--- src/rtl/coprocessor0_regfile.sv ---
// CP0 architectural register file: BadVAddr, Count, Compare, Status, Cause, EPC.
// Takes MTC0 writes and exception/eret events committed at writeback, serves MFC0
// reads combinationally, and produces the EPC redirect and interrupt-pending signal.
`timescale 1ns/1ps
module coprocessor0_regfile #(
  parameter int COUNT_TICK_DIVIDE = 2
) (
  input  logic        clock,
  input  logic        reset,
  input  logic        wb_write_enabled,
  input  logic [4:0]  wb_address_register,
  input  logic [2:0]  wb_address_select,
  input  logic [31:0] wb_write_data,
  input  logic [4:0]  read_address_register,
  input  logic [2:0]  read_address_select,
  output logic [31:0] read_data,
  input  logic        exception_valid,
  input  logic [4:0]  exception_code,
  input  logic [31:0] exception_pc,
  input  logic        exception_delay_slot,
  input  logic        exception_bad_vaddr_valid,
  input  logic [31:0] exception_bad_vaddr,
  input  logic        eret_valid,
  input  logic [5:0]  hardware_interrupt,
  output logic [31:0] epc,
  output logic        status_exception_level,
  output logic        interrupt_pending
);

  localparam logic [4:0] REG_BADVADDR = 5'd8;
  localparam logic [4:0] REG_COUNT    = 5'd9;
  localparam logic [4:0] REG_COMPARE  = 5'd11;
  localparam logic [4:0] REG_STATUS   = 5'd12;
  localparam logic [4:0] REG_CAUSE    = 5'd13;
  localparam logic [4:0] REG_EPC      = 5'd14;

  // BEV (bit 22) is hard-wired to 1.
  localparam logic [31:0] STATUS_BEV = 32'h0040_0000;

  logic [31:0] badvaddr_q, badvaddr_d;
  logic [31:0] count_q, count_d;
  logic [31:0] compare_q, compare_d;
  logic [31:0] epc_q, epc_d;
  logic [7:0]  status_im_q, status_im_d;
  logic        status_exl_q, status_exl_d;
  logic        status_ie_q, status_ie_d;
  logic        cause_bd_q, cause_bd_d;
  logic        cause_ti_q, cause_ti_d;
  logic [5:0]  cause_ip_hw_q, cause_ip_hw_d;
  logic [1:0]  cause_ip_sw_q, cause_ip_sw_d;
  logic [4:0]  cause_exc_code_q, cause_exc_code_d;
  logic        tick_div_q, tick_div_d;

  logic [31:0] status_value;
  logic [31:0] cause_value;
  logic        count_tick;
  logic        mtc0_go;
  logic        wr_count;
  logic        wr_compare;
  logic        wr_status;
  logic        wr_cause;
  logic        wr_epc;

  assign status_value = STATUS_BEV
                      | {16'd0, status_im_q, 6'd0, status_exl_q, status_ie_q};
  assign cause_value  = {cause_bd_q, cause_ti_q, 14'd0, cause_ip_hw_q, cause_ip_sw_q,
                         1'b0, cause_exc_code_q, 2'b00};

  // With a divide of 1 Count advances every cycle, otherwise on alternate cycles.
  assign count_tick = (COUNT_TICK_DIVIDE == 1) ? 1'b1 : tick_div_q;

  // An MTC0 that coincides with an exception or eret is discarded entirely,
  // including its effect on Count and Compare.
  assign mtc0_go    = wb_write_enabled & ~exception_valid & ~eret_valid
                    & (wb_address_select == 3'd0);
  assign wr_count   = mtc0_go & (wb_address_register == REG_COUNT);
  assign wr_compare = mtc0_go & (wb_address_register == REG_COMPARE);
  assign wr_status  = mtc0_go & (wb_address_register == REG_STATUS);
  assign wr_cause   = mtc0_go & (wb_address_register == REG_CAUSE);
  assign wr_epc     = mtc0_go & (wb_address_register == REG_EPC);

  assign interrupt_pending = status_ie_q & ~status_exl_q
                           & (|({cause_ip_hw_q, cause_ip_sw_q} & status_im_q));
  assign epc                    = epc_q;
  assign status_exception_level = status_exl_q;

  // Next-state: timer, interrupt sampling, then exception > eret > MTC0.
  always_comb begin
    badvaddr_d       = badvaddr_q;
    count_d          = count_q;
    compare_d        = compare_q;
    epc_d            = epc_q;
    status_im_d      = status_im_q;
    status_exl_d     = status_exl_q;
    status_ie_d      = status_ie_q;
    cause_bd_d       = cause_bd_q;
    cause_ti_d       = cause_ti_q;
    cause_ip_sw_d    = cause_ip_sw_q;
    cause_exc_code_d = cause_exc_code_q;
    tick_div_d       = ~tick_div_q;

    if (count_tick) begin
      count_d = count_q + 32'd1;
    end
    if (wr_count) begin
      count_d    = wb_write_data;
      tick_div_d = 1'b0;
    end

    if (count_q == compare_q) begin
      cause_ti_d = 1'b1;
    end
    if (wr_compare) begin
      compare_d  = wb_write_data;
      cause_ti_d = 1'b0;
    end

    cause_ip_hw_d = {hardware_interrupt[5] | cause_ti_q, hardware_interrupt[4:0]};

    if (exception_valid) begin
      if (!status_exl_q) begin
        epc_d      = exception_delay_slot ? (exception_pc - 32'd4) : exception_pc;
        cause_bd_d = exception_delay_slot;
      end
      status_exl_d     = 1'b1;
      cause_exc_code_d = exception_code;
      if (exception_bad_vaddr_valid) begin
        badvaddr_d = exception_bad_vaddr;
      end
    end else if (eret_valid) begin
      status_exl_d = 1'b0;
    end else begin
      if (wr_status) begin
        status_im_d  = wb_write_data[15:8];
        status_exl_d = wb_write_data[1];
        status_ie_d  = wb_write_data[0];
      end
      if (wr_cause) begin
        cause_ip_sw_d = wb_write_data[9:8];
      end
      if (wr_epc) begin
        epc_d = wb_write_data;
      end
    end
  end

  // Register state with asynchronous reset.
  always_ff @(posedge clock or posedge reset) begin
    if (reset) begin
      badvaddr_q       <= 32'd0;
      count_q          <= 32'd0;
      compare_q        <= 32'd0;
      epc_q            <= 32'd0;
      status_im_q      <= 8'd0;
      status_exl_q     <= 1'b0;
      status_ie_q      <= 1'b0;
      cause_bd_q       <= 1'b0;
      cause_ti_q       <= 1'b0;
      cause_ip_hw_q    <= 6'd0;
      cause_ip_sw_q    <= 2'd0;
      cause_exc_code_q <= 5'd0;
      tick_div_q       <= 1'b0;
    end else begin
      badvaddr_q       <= badvaddr_d;
      count_q          <= count_d;
      compare_q        <= compare_d;
      epc_q            <= epc_d;
      status_im_q      <= status_im_d;
      status_exl_q     <= status_exl_d;
      status_ie_q      <= status_ie_d;
      cause_bd_q       <= cause_bd_d;
      cause_ti_q       <= cause_ti_d;
      cause_ip_hw_q    <= cause_ip_hw_d;
      cause_ip_sw_q    <= cause_ip_sw_d;
      cause_exc_code_q <= cause_exc_code_d;
      tick_div_q       <= tick_div_d;
    end
  end

  // MFC0 read port: select 0 only, unmapped registers read zero.
  always_comb begin
    read_data = 32'd0;
    if (read_address_select == 3'd0) begin
      case (read_address_register)
        REG_BADVADDR: read_data = badvaddr_q;
        REG_COUNT:    read_data = count_q;
        REG_COMPARE:  read_data = compare_q;
        REG_STATUS:   read_data = status_value;
        REG_CAUSE:    read_data = cause_value;
        REG_EPC:      read_data = epc_q;
        default:      read_data = 32'd0;
      endcase
    end
  end

endmodule

--- config.mk ---
export PLATFORM = sky130hd
export DESIGN_NAME = coprocessor0_regfile
export DESIGN_NICKNAME = d
export VERILOG_FILES = /design/src/rtl/coprocessor0_regfile.sv
export SDC_FILE = /design/constraint.sdc
export NUM_CORES = 1
export LEC_CHECK = 0
export BUFFER_PORTS_ARGS = -buffer_cell sky130_fd_sc_hd__clkbuf_2
export CAP_MARGIN = 20
export CORE_ASPECT_RATIO = 0.9
export CORE_MARGIN = 3
export CORE_UTILIZATION = 55
export DETAILED_ROUTE_END_ITERATION = 8
export PLACE_DENSITY = 0.81
export SLEW_MARGIN = 20
export SYNTH_ARGS = -nofsm -noshare
export SYNTH_HDL_FRONTEND = slang
export SYNTH_SLANG_ARGS = --single-unit
--- constraint.sdc ---
create_clock -name clock -period 6.4 [get_ports clock]
set_input_delay 0.64 -clock clock [delete_from_list [all_inputs] [get_ports clock]]
set_output_delay 0.64 -clock clock [all_outputs]
set_load 0.02 [all_outputs]
==> flow_metrics.tcl, run 1 <==
set metrics [dict create \
    pwr-share-seq_pct 46.9 \
    clk_path_buf_depth 2 \
    track_usage_pct 31.3 \
    r2r_start "status_exception_level" \
    ys.flop_type "dfrtp_1" \
    worst_setup_path_start_kind "primary input" \
    grt_pass1_vias 7060 \
    initial_core_util_pct 56.9 \
    fin_nets 1117 \
    worstPathArrival_ns 2.65 \
    required_ns 5.76 \
    setup_viol 0 \
    fin_area_mm2 0.0102 \
    avgViaCountPerCell 6.35 \
    outcome "finished clean" \
    post_cts_resized 0 \
    drt_wl_total_um 26400 \
    crit_path_end_kind "output pin" \
    hold_buffers 0 \
    r2r_slack_ns 4.11 \
    routabilityCongestion 0.968 \
    rows 42 \
    grt_max_degree 101 \
    synth_top_area_share_pct 45.5 \
    postRouteAntennaNets 0 \
    setup_tns_ns 0 \
    worstHoldPathType "primary input to flop" \
    crit_path_end "read_data[31]" \
    synth_largest_area_cell "dfrtp_1" \
    synth_nets 947 \
    r2r_cells 6 \
    period_share_pct 51.3 \
    portBuffers 195 \
    io_pins 196 \
    skew_ns 0.00706 \
    grt-ovfl-total 0 \
    post-cts-setup-buffers 0 \
    grt_pass1_wl_um 39700 \
    finalHoldViolCount 0 \
    syn_to_final_growth_pct 20.1 \
    drtIter0Drc 838 \
    synth_seq_cells 154 \
    die_h_um 124 \
    ys_types 58 \
    yosysMostFrequentCell "dfrtp_1" \
    clockRootBuffer "clkbuf_16" \
    p_sw_uw 797 \
    synth_edf_count 0 \
    p_sw_share_pct 30.8 \
    syn_avg_cell_area_um2 10.4 \
    drv_cap 0 \
    die-area_mm2 0.0169 \
    ir_worst_vdd_mv 0.183 \
    clk_latency_ns 0.43 \
    numCtsBuffers 17 \
    vias 7596 \
    dp_slack_ns 3.14 \
    p_leak_uw 0.00464 \
    tightest_slew_ns 0.972 \
    synthTopCellsByArea "dfrtp_1, mux2_2, xor2_1" \
    first_pass_iters 7 \
    synth_area_mm2 0.00846 \
    synth.yosys.seq_area_share_pct 45.5 \
    relSlewSlack_pct 35.2 \
    remaining_drc_errors 0 \
    synthCells 815 \
    ys_top_cells_by_count "dfrtp_1, mux2_2, a21oi_1, xor2_1, a22oi_1" \
    comb_power_share_pct 15.9 \
    dp_hpwl_um 19100 \
    max_freq_mhz 304 \
    rsz0062_at_grt "false" \
    cts_tree "built" \
    internal_power_uw 1790 \
    htreeDepth 4 \
    crit_start "read_address_select[1]" \
    drt-wirelength-per-cell_um 22.1 \
    placeableCoreArea_mm2 0.0149 \
    p_clk_share_pct 37.2 \
    clock-sinks 154 \
    antenna_cells 0 \
    dp_cells 1164 \
    layout_setup_ws_ns 3.11 \
    placed_area_mm2 0.00959 \
    nFillCells 1122 \
    async_flop_share_pct 100 \
    die_w_um 137 \
    crit_type "primary input to output pin" \
    power_density_mw_per_mm2 255 \
    path_clk_slew_ns 0.06 \
    yosys_warnings 0 \
    antenna_found_initial 0 \
    crit_fanout 24 \
    drive_gt1_share_pct 34.5 \
    finalMaxSlewViolations 0 \
    stdcell_count 1196 \
    reg2reg_to "epc[26]" \
    min_period_ns 3.29 \
]
-- power by group through the flow --
stage / registers, uW / clock network, uW / logic, uW
2_1_floorplan: 1210 / 0 / 217
5_1_grt: 1220 / 1010 / 447
6_report: 1220 / 964 / 411
3_5_place_dp: 1220 / 0 / 408
3_3_place_gp: 1220 / 0 / 398
4_1_cts: 1210 / 966 / 410
-- critical path: stages --
cell and delay [ns]:
clkbuf_2 0.07, or3_1 0.58, a211o_1 0.72, a21oi_1 0.39
clkbuf_2 0.23
-- worst min path at each step --
stage                        to  cells past startpoint                  start
2_1_floorplan  cause_ip_hw_q[5]                      1             cause_ti_q
3_3_place_gp   cause_ip_hw_q[5]                      1             cause_ti_q
3_5_place_dp      badvaddr_q[2]                      1          badvaddr_q[2]
4_1_cts        cause_ip_hw_q[4]                      1  hardware_interrupt[4]
5_1_grt        cause_ip_hw_q[4]                      1  hardware_interrupt[4]
6_report       cause_ip_hw_q[4]                      1  hardware_interrupt[4]
-- layer usage --
| layer | vias to the layer above | part of all wire (%) | global-route usage, % |
|---|---|---|---|
| li1 | 3360 | - | - |
| met1 | 3703 | 42 | 46.1 |
| met2 | 486 | 44 | 46.1 |
| met3 | 47 | 12 | 6.95 |
| met4 | 0 | 2.5 | 10.3 |
| met5 | - | 0 | 0 |
-- cell families (layout without fill, tap and decap cells) --
logic type	count (synthesis)	after routing	share of synthesized area [%]
flip-flops	154	154	45.5
AND/OR/NAND/NOR	209	209	14.6
multiplexers	91	91	12.0
AO/OA/AOI/OAI	205	205	15.2
XOR/XNOR	91	91	9.42
buffers and inverters	63	246	2.94
adder cells (fa/ha/maj)	2	2	0.296
-- metrics by stage --
step | hold slack, ns | util (%) | power, uW
3_5_place_dp | 0.494 | 64.5 | 1630
5_1_grt | 0.304 | 68.3 | 2680
2_1_floorplan | 0.464 | - | 1420
6_report | 0.316 | 68.3 | 2590
4_1_cts | 0.309 | 68.3 | 2580
3_3_place_gp | 0.487 | 64.5 | 1610
-- cells in the final DEF (no fill, tap or decap), types with 11 or more instances in the layout --
cell type / netlist / layout
xnor2_1: 25 / 25
nor3b_1: 19 / 18
nor4_1: 14 / 13
nand2_1: 31 / 30
nand4_1: 16 / 16
dfrtp_1: 154 / 154
clkbuf_2: 2 / 195
o21ai_0: 25 / 25
mux2_2: 81 / 81
buf_4: 0 / 11
a21oi_1: 79 / 79
xor2_1: 66 / 66
a22oi_1: 63 / 63
nand3_1: 18 / 18
nor2_1: 52 / 52
nor3_1: 15 / 13
clkbuf_16: 0 / 17
-- cell type report --
class	instances	area, um2	area share, %
Clock inverter	13	123	1.21
Sequential cell	154	3850	37.9
Clock buffer	19	443	4.36
Multi-Input combinational cell	598	4400	43.3
Inverter	8	35.0	0.345
Timing Repair Buffer	206	1060	10.4
Tap cell	198	248	2.44
-- registers in the layout (all words and copies together) (netlist names) --
signal and flops:
status_im_q 8, cause_ip_sw_q 2, count_tick 1, cause_bd_q 1, cause_ip_hw_q 6, compare_q 32
badvaddr_q 32, status_ie_q 1, epc 32, status_exception_level 1, cause_exc_code_q 5, cause_ti_q 1
count_q 32
No activity file was read; power rests on OpenSTA's default activity.
==> inputs of run 2 (changes only) <==
--- a/config.mk
+++ b/config.mk
@@ -5,11 +5,12 @@
 export SDC_FILE = /design/constraint.sdc
 export NUM_CORES = 1
 export LEC_CHECK = 0
+export ABC_AREA = 1
 export BUFFER_PORTS_ARGS = -buffer_cell sky130_fd_sc_hd__clkbuf_2
 export CAP_MARGIN = 20
 export CORE_ASPECT_RATIO = 0.9
 export CORE_MARGIN = 3
-export CORE_UTILIZATION = 55
+export CORE_UTILIZATION = 56
 export DETAILED_ROUTE_END_ITERATION = 8
 export PLACE_DENSITY = 0.81
 export SLEW_MARGIN = 20
==> constraint.sdc (replaced) <==
create_clock -name clock -period 3.4 [get_ports clock]
set_input_delay 0.34 -clock clock [delete_from_list [all_inputs] [get_ports clock]]
set_output_delay 0.34 -clock clock [all_outputs]
set_load 0.02 [all_outputs]
==> flow_metrics.tcl, run 2 <==
set metrics [dict create \
    grt_pass1_wl_um 52800 \
    p_sw_share_pct 32.9 \
    clk_path_buf_depth 2 \
    die_w_um 146 \
    track_usage_pct 34.5 \
    comb_power_share_pct 19.5 \
    rsz0062_at_grt "false" \
    layout_setup_ws_ns 0.727 \
    die-area_mm2 0.0193 \
    multi_input_area_mm2 0.00498 \
    pwr-share-seq_pct 42.5 \
    post-cts-setup-buffers 0 \
    path_clk_slew_ns 0.06 \
    synth_seq_cells 154 \
    drt-wirelength-per-cell_um 18.2 \
    antenna_cells 0 \
    drtIter0Drc 1100 \
    die_h_um 132 \
    clk_latency_ns 0.44 \
    fin_area_mm2 0.0116 \
    layout_commonest_cell "nand2_1" \
    final-seq-area_mm2 0.00385 \
    synthTopCellsByArea "dfrtp_1, nand2_1, inv_1" \
    io_pins 196 \
    synth_nets 1576 \
    drive_gt1_share_pct 17.4 \
    p_leak_uw 0.00571 \
    relSlewSlack_pct 49.3 \
    drv_cap 0 \
    synth_area_mm2 0.00991 \
    setup_tns_ns 0 \
    initial_core_util_pct 57.9 \
    fin_nets 1741 \
    power_density_mw_per_mm2 445 \
    hold_buffers 2 \
    crit_path_end_kind "output pin" \
    max_freq_mhz 374 \
    synth_top_area_share_pct 38.9 \
    crit_type "primary input to output pin" \
    nFillCells 1558 \
    yosys_warnings 0 \
    ys_types 43 \
    ys_top_cells_by_count "nand2_1, inv_1, nor2_1, dfrtp_1, o21ai_0" \
    setup_viol 0 \
    synth_edf_count 0 \
    grt-ovfl-total 0 \
    finalMaxSlewViolations 0 \
    worstHoldPathType "primary input to flop" \
    synthCells 1444 \
    worst_setup_path_start_kind "primary input" \
    outcome "finished clean" \
    clockRootBuffer "clkbuf_16" \
    tightest_slew_ns 0.759 \
    antenna_found_initial 0 \
    avgViaCountPerCell 5.61 \
    remaining_drc_errors 0 \
    vias 10400 \
    rows 45 \
    syn_to_final_growth_pct 17.1 \
    placeableCoreArea_mm2 0.0171 \
    yosysMostFrequentCell "nand2_1" \
    synth_largest_area_cell "dfrtp_1" \
    synth.yosys.seq_area_share_pct 38.9 \
    p_total_uw 5160 \
    layout_common_cells "nand2_1, clkbuf_2, inv_1" \
    postRouteAntennaNets 0 \
    final_core_utilization_pct 67.8 \
    placed_area_mm2 0.0110 \
    dp_slack_ns 0.794 \
    routabilityCongestion 1.04 \
    ir_worst_vdd_mv 0.351 \
    min_period_ns 2.67 \
    finalHoldViolCount 0 \
    htreeDepth 4 \
    p_sw_uw 1700 \
    worstPathArrival_ns 2.33 \
    grt_max_degree 66 \
    async_flop_share_pct 100 \
    first_pass_iters 6 \
    syn_avg_cell_area_um2 6.86 \
    crit_fanout 22 \
    portBuffers 195 \
    period_share_pct 78.6 \
    grt_pass1_vias 9633 \
    required_ns 3.06 \
    ys.flop_type "dfrtp_1" \
    numCtsBuffers 17 \
    drt_wl_total_um 33700 \
    p_clk_share_pct 37.9 \
    clock-sinks 154 \
    skew_ns 0.00832 \
    cts_tree "built" \
    post_cts_resized 0 \
    dp_hpwl_um 26600 \
    internal_power_uw 3460 \
]
run 2: kinds of logic (layout without fill, tap and decap cells):
logic type	Yosys count	count (layout)	share of synthesized area, %
buffers and inverters	265	443	10.9
multiplexers	5	5	0.568
AND/OR/NAND/NOR	724	724	31.3
XOR/XNOR	48	48	4.24
flip-flops	154	154	38.9
AO/OA/AOI/OAI	246	246	13.9
adder cells (fa/ha/maj)	2	2	0.253
run 2: area by class of cell:
type / instances / share of cell area [%]
Inverter: 205 / 6.67
Sequential cell: 154 / 33.2
Clock inverter: 15 / 1.54
Clock buffer: 17 / 3.67
Tap cell: 235 / 2.54
Multi-Input combinational cell: 1025 / 43.0
Timing Repair Buffer: 206 / 9.39
run 2: final timing paths:
check	start	to	slack, ns	cells after the start
worst max register to register	status_exception_level	epc[17]	1.49	7
worst min register to register	cause_ti_q	cause_ip_hw_q[5]	0.47	1
worst max-delay path	read_address_register[4]	read_data[16]	0.73	9
min in group asynchronous	reset	badvaddr_q[2]	0.50	3
worst min-delay path	hardware_interrupt[2]	cause_ip_hw_q[2]	0.03	1
max in group asynchronous	reset	count_q[26]	2.16	4
run 2: worst max-delay path, cell delays in order:
cell	delay [ns]
clkbuf_2	0.11
inv_1	0.11
nand2_1	0.10
nor2_4	0.33
nand2_1	0.56
o22ai_1	0.31
inv_1	0.07
a31oi_1	0.19
clkbuf_2	0.21
run 2: layer usage:
layer | GRT usage, % | routed length [um] | vias up
li1 | - | - | 4942
met1 | 50.8 | 14100 | 4804
met2 | 51.8 | 14800 | 624
met3 | 7.08 | 4040 | 56
met4 | 9.67 | 777 | 0
met5 | 0 | 0 | -
run 2: stage by stage:
| step | cells | hold WS, ns |
|---|---|---|
| after floorplan | 1444 | 0.371 |
| after global routing | 1857 | 0.0263 |
| after global placement | 1823 | 0.419 |
| after detailed placement | 1823 | 0.415 |
| after CTS | 1857 | 0.0247 |
| final | 1857 | 0.0343 |
run 2: power by group through the flow:
stage,Clock [uW],Sequential [uW],Combinational (uW)
2_1_floorplan,0,2230,567
3_3_place_gp,0,2220,965
3_5_place_dp,0,2220,980
4_1_cts,1960,2190,990
5_1_grt,2050,2220,1110
6_report,1960,2200,1010
==> inputs of run 3 (changes only) <==
--- a/config.mk
+++ b/config.mk
@@ -5,12 +5,12 @@
 export SDC_FILE = /design/constraint.sdc
 export NUM_CORES = 1
 export LEC_CHECK = 0
-export ABC_AREA = 1
+export ABC_AREA = 0
 export BUFFER_PORTS_ARGS = -buffer_cell sky130_fd_sc_hd__clkbuf_2
 export CAP_MARGIN = 20
 export CORE_ASPECT_RATIO = 0.9
 export CORE_MARGIN = 3
-export CORE_UTILIZATION = 56
+export CORE_UTILIZATION = 55
 export DETAILED_ROUTE_END_ITERATION = 8
 export PLACE_DENSITY = 0.81
 export SLEW_MARGIN = 20
==> constraint.sdc (replaced) <==
create_clock -name clock -period 2.53 [get_ports clock]
set_input_delay 0.253 -clock clock [delete_from_list [all_inputs] [get_ports clock]]
set_output_delay 0.253 -clock clock [all_outputs]
set_load 0.02 [all_outputs]
==> flow_metrics.tcl, run 3 (synthesized netlist as in run 1, its figures left out) <==
set metrics [dict create \
    final-seq-area_mm2 0.00385 \
    nFillCells 1106 \
    placeableCoreArea_mm2 0.0149 \
    grt_max_degree 130 \
    drt-wirelength-per-cell_um 22.5 \
    skew_ns 0.00725 \
    rsz0062_at_grt "false" \
    remaining_drc_errors 0 \
    cts_tree "built" \
    die_h_um 124 \
    drt_wl_total_um 27300 \
    antenna_cells 0 \
    initial_core_util_pct 56.9 \
    clk_latency_ns 0.43 \
    routabilityCongestion 0.944 \
    fin_area_mm2 0.0105 \
    hold_buffers 6 \
    antenna_found_initial 0 \
    critPathSlowestCell "nor4_4" \
    p_leak_uw 0.00479 \
    setup_viol 0 \
    track_usage_pct 32.9 \
    io_pins 196 \
    grt_pass1_wl_um 41800 \
    crit_path_end_kind "flop" \
    outcome "finished clean" \
    crit_fanout 9 \
    layout_commonest_cell "clkbuf_2" \
    numCtsBuffers 17 \
    dp_hpwl_um 19400 \
    setup_tns_ns 0 \
    whs_ns 0.0497 \
    cpPeakStageDelay_ns 0.71 \
    postRouteAntennaNets 0 \
    syn_to_final_growth_pct 23.6 \
    final_core_utilization_pct 70.3 \
    post-cts-setup-buffers 0 \
    path_cells "nand4_2 -> nor4_4 -> nand4_1 -> xor2_1 -> a21oi_1" \
    worst_setup_path_start_kind "flop" \
    finalHoldViolCount 0 \
    multi_input_area_mm2 0.00440 \
    drive_gt1_share_pct 35.3 \
    crit_type "flop to flop" \
    placed_area_mm2 0.00980 \
    layout_common_cells "clkbuf_2, dfrtp_1, mux2_2" \
    min_period_ns 2.15 \
    power_density_mw_per_mm2 644 \
    clockRootBuffer "clkbuf_16" \
    finalMaxSlewViolations 0 \
    worstHoldPathType "primary input to flop" \
    die_w_um 137 \
    grt-ovfl-total 0 \
    rows 42 \
    required_ns 2.89 \
    max_freq_mhz 466 \
    fin_nets 1137 \
    htreeDepth 4 \
    drv_cap 0 \
    worstPathArrival_ns 2.50 \
    relSlewSlack_pct 50.4 \
    post_cts_resized 0 \
    path_clk_slew_ns 0.06 \
    clock-sinks 154 \
    ir_worst_vdd_mv 0.411 \
    tightest_slew_ns 0.734 \
    die-area_mm2 0.0169 \
    grt_pass1_vias 7396 \
    portBuffers 195 \
    period_share_pct 84.8 \
    drtIter0Drc 876 \
    vias 7766 \
    clk_path_buf_depth 2 \
    first_pass_iters 8 \
    avgViaCountPerCell 6.39 \
]
-- run 3: cell count changes in the layout (fill, tap and decap cells not counted), sizes merged, moves of 13 or more --
cell and delta:
nand2 -377, inv -203, o21ai -70, nor2 -132, nor3b +19, nand3 -60, a22oi +63, o211ai -13
o22ai -40, nor4 +22, buf +16, mux2 +76, xor2 +49
-- run 3: worst paths after layout --
check / slack [ns] / cells after the start / startpoint / endpoint
worst min-delay path: 0.05 / 2 / exception_bad_vaddr[27] / badvaddr_q[27]
max in group asynchronous: 1.43 / 4 / reset / compare_q[22]
min in group asynchronous: 0.47 / 4 / reset / cause_ip_hw_q[4]
worst min register to register: 0.51 / 1 / badvaddr_q[31] / badvaddr_q[31]
worst max-delay path: 0.38 / 5 / count_tick / count_q[31]
worst max register to register: 0.38 / 5 / count_tick / count_q[31]
-- run 3: cell type report --
class                      count  area share [%]
multi-input combinational    598            42.0
sequential                   154            36.8
timing repair buffer         226            12.7
clock buffer                  20            4.46
tap                          198            2.37
clock inverter                12            1.32
inverter                       8           0.323
-- run 3: stage by stage --
step | cells | power, uW | setup WS [ns]
floorplan | 815 | 3600 | 0.332
global placement | 1178 | 4090 | 0.508
detailed placement | 1178 | 4130 | 0.462
CTS | 1216 | 6730 | 0.430
global route | 1216 | 6970 | 0.241
finish | 1216 | 6740 | 0.384
-- run 3: critical path: cells and delay by family, from the launching register on --
family | cells | cell delay, ns
xor gates and xnor gates | 1 | 0.20
and+or+nand+nor | 3 | 1.23
AOI/OAI and AO/OA | 1 | 0.15
DFF | 1 | 0.50
-- run 3: layer usage --
| layer | vias to the layer above | track usage [%] | part of all wire (%) |
|---|---|---|---|
| met5 | - | 0 | 0 |
| met4 | 0 | 12.8 | 3.3 |
| met3 | 67 | 11.5 | 12 |
| met2 | 497 | 48.7 | 45 |
| met1 | 3799 | 44.6 | 40 |
| li1 | 3403 | - | - |
-- run 3: report_power, final --
part | internal, uW | total (uW) | switching, uW
registers | 2720 | 3050 | 322
logic | 455 | 1100 | 642
clock network | 1540 | 2600 | 1060
total | 4720 | 6740 | 2020
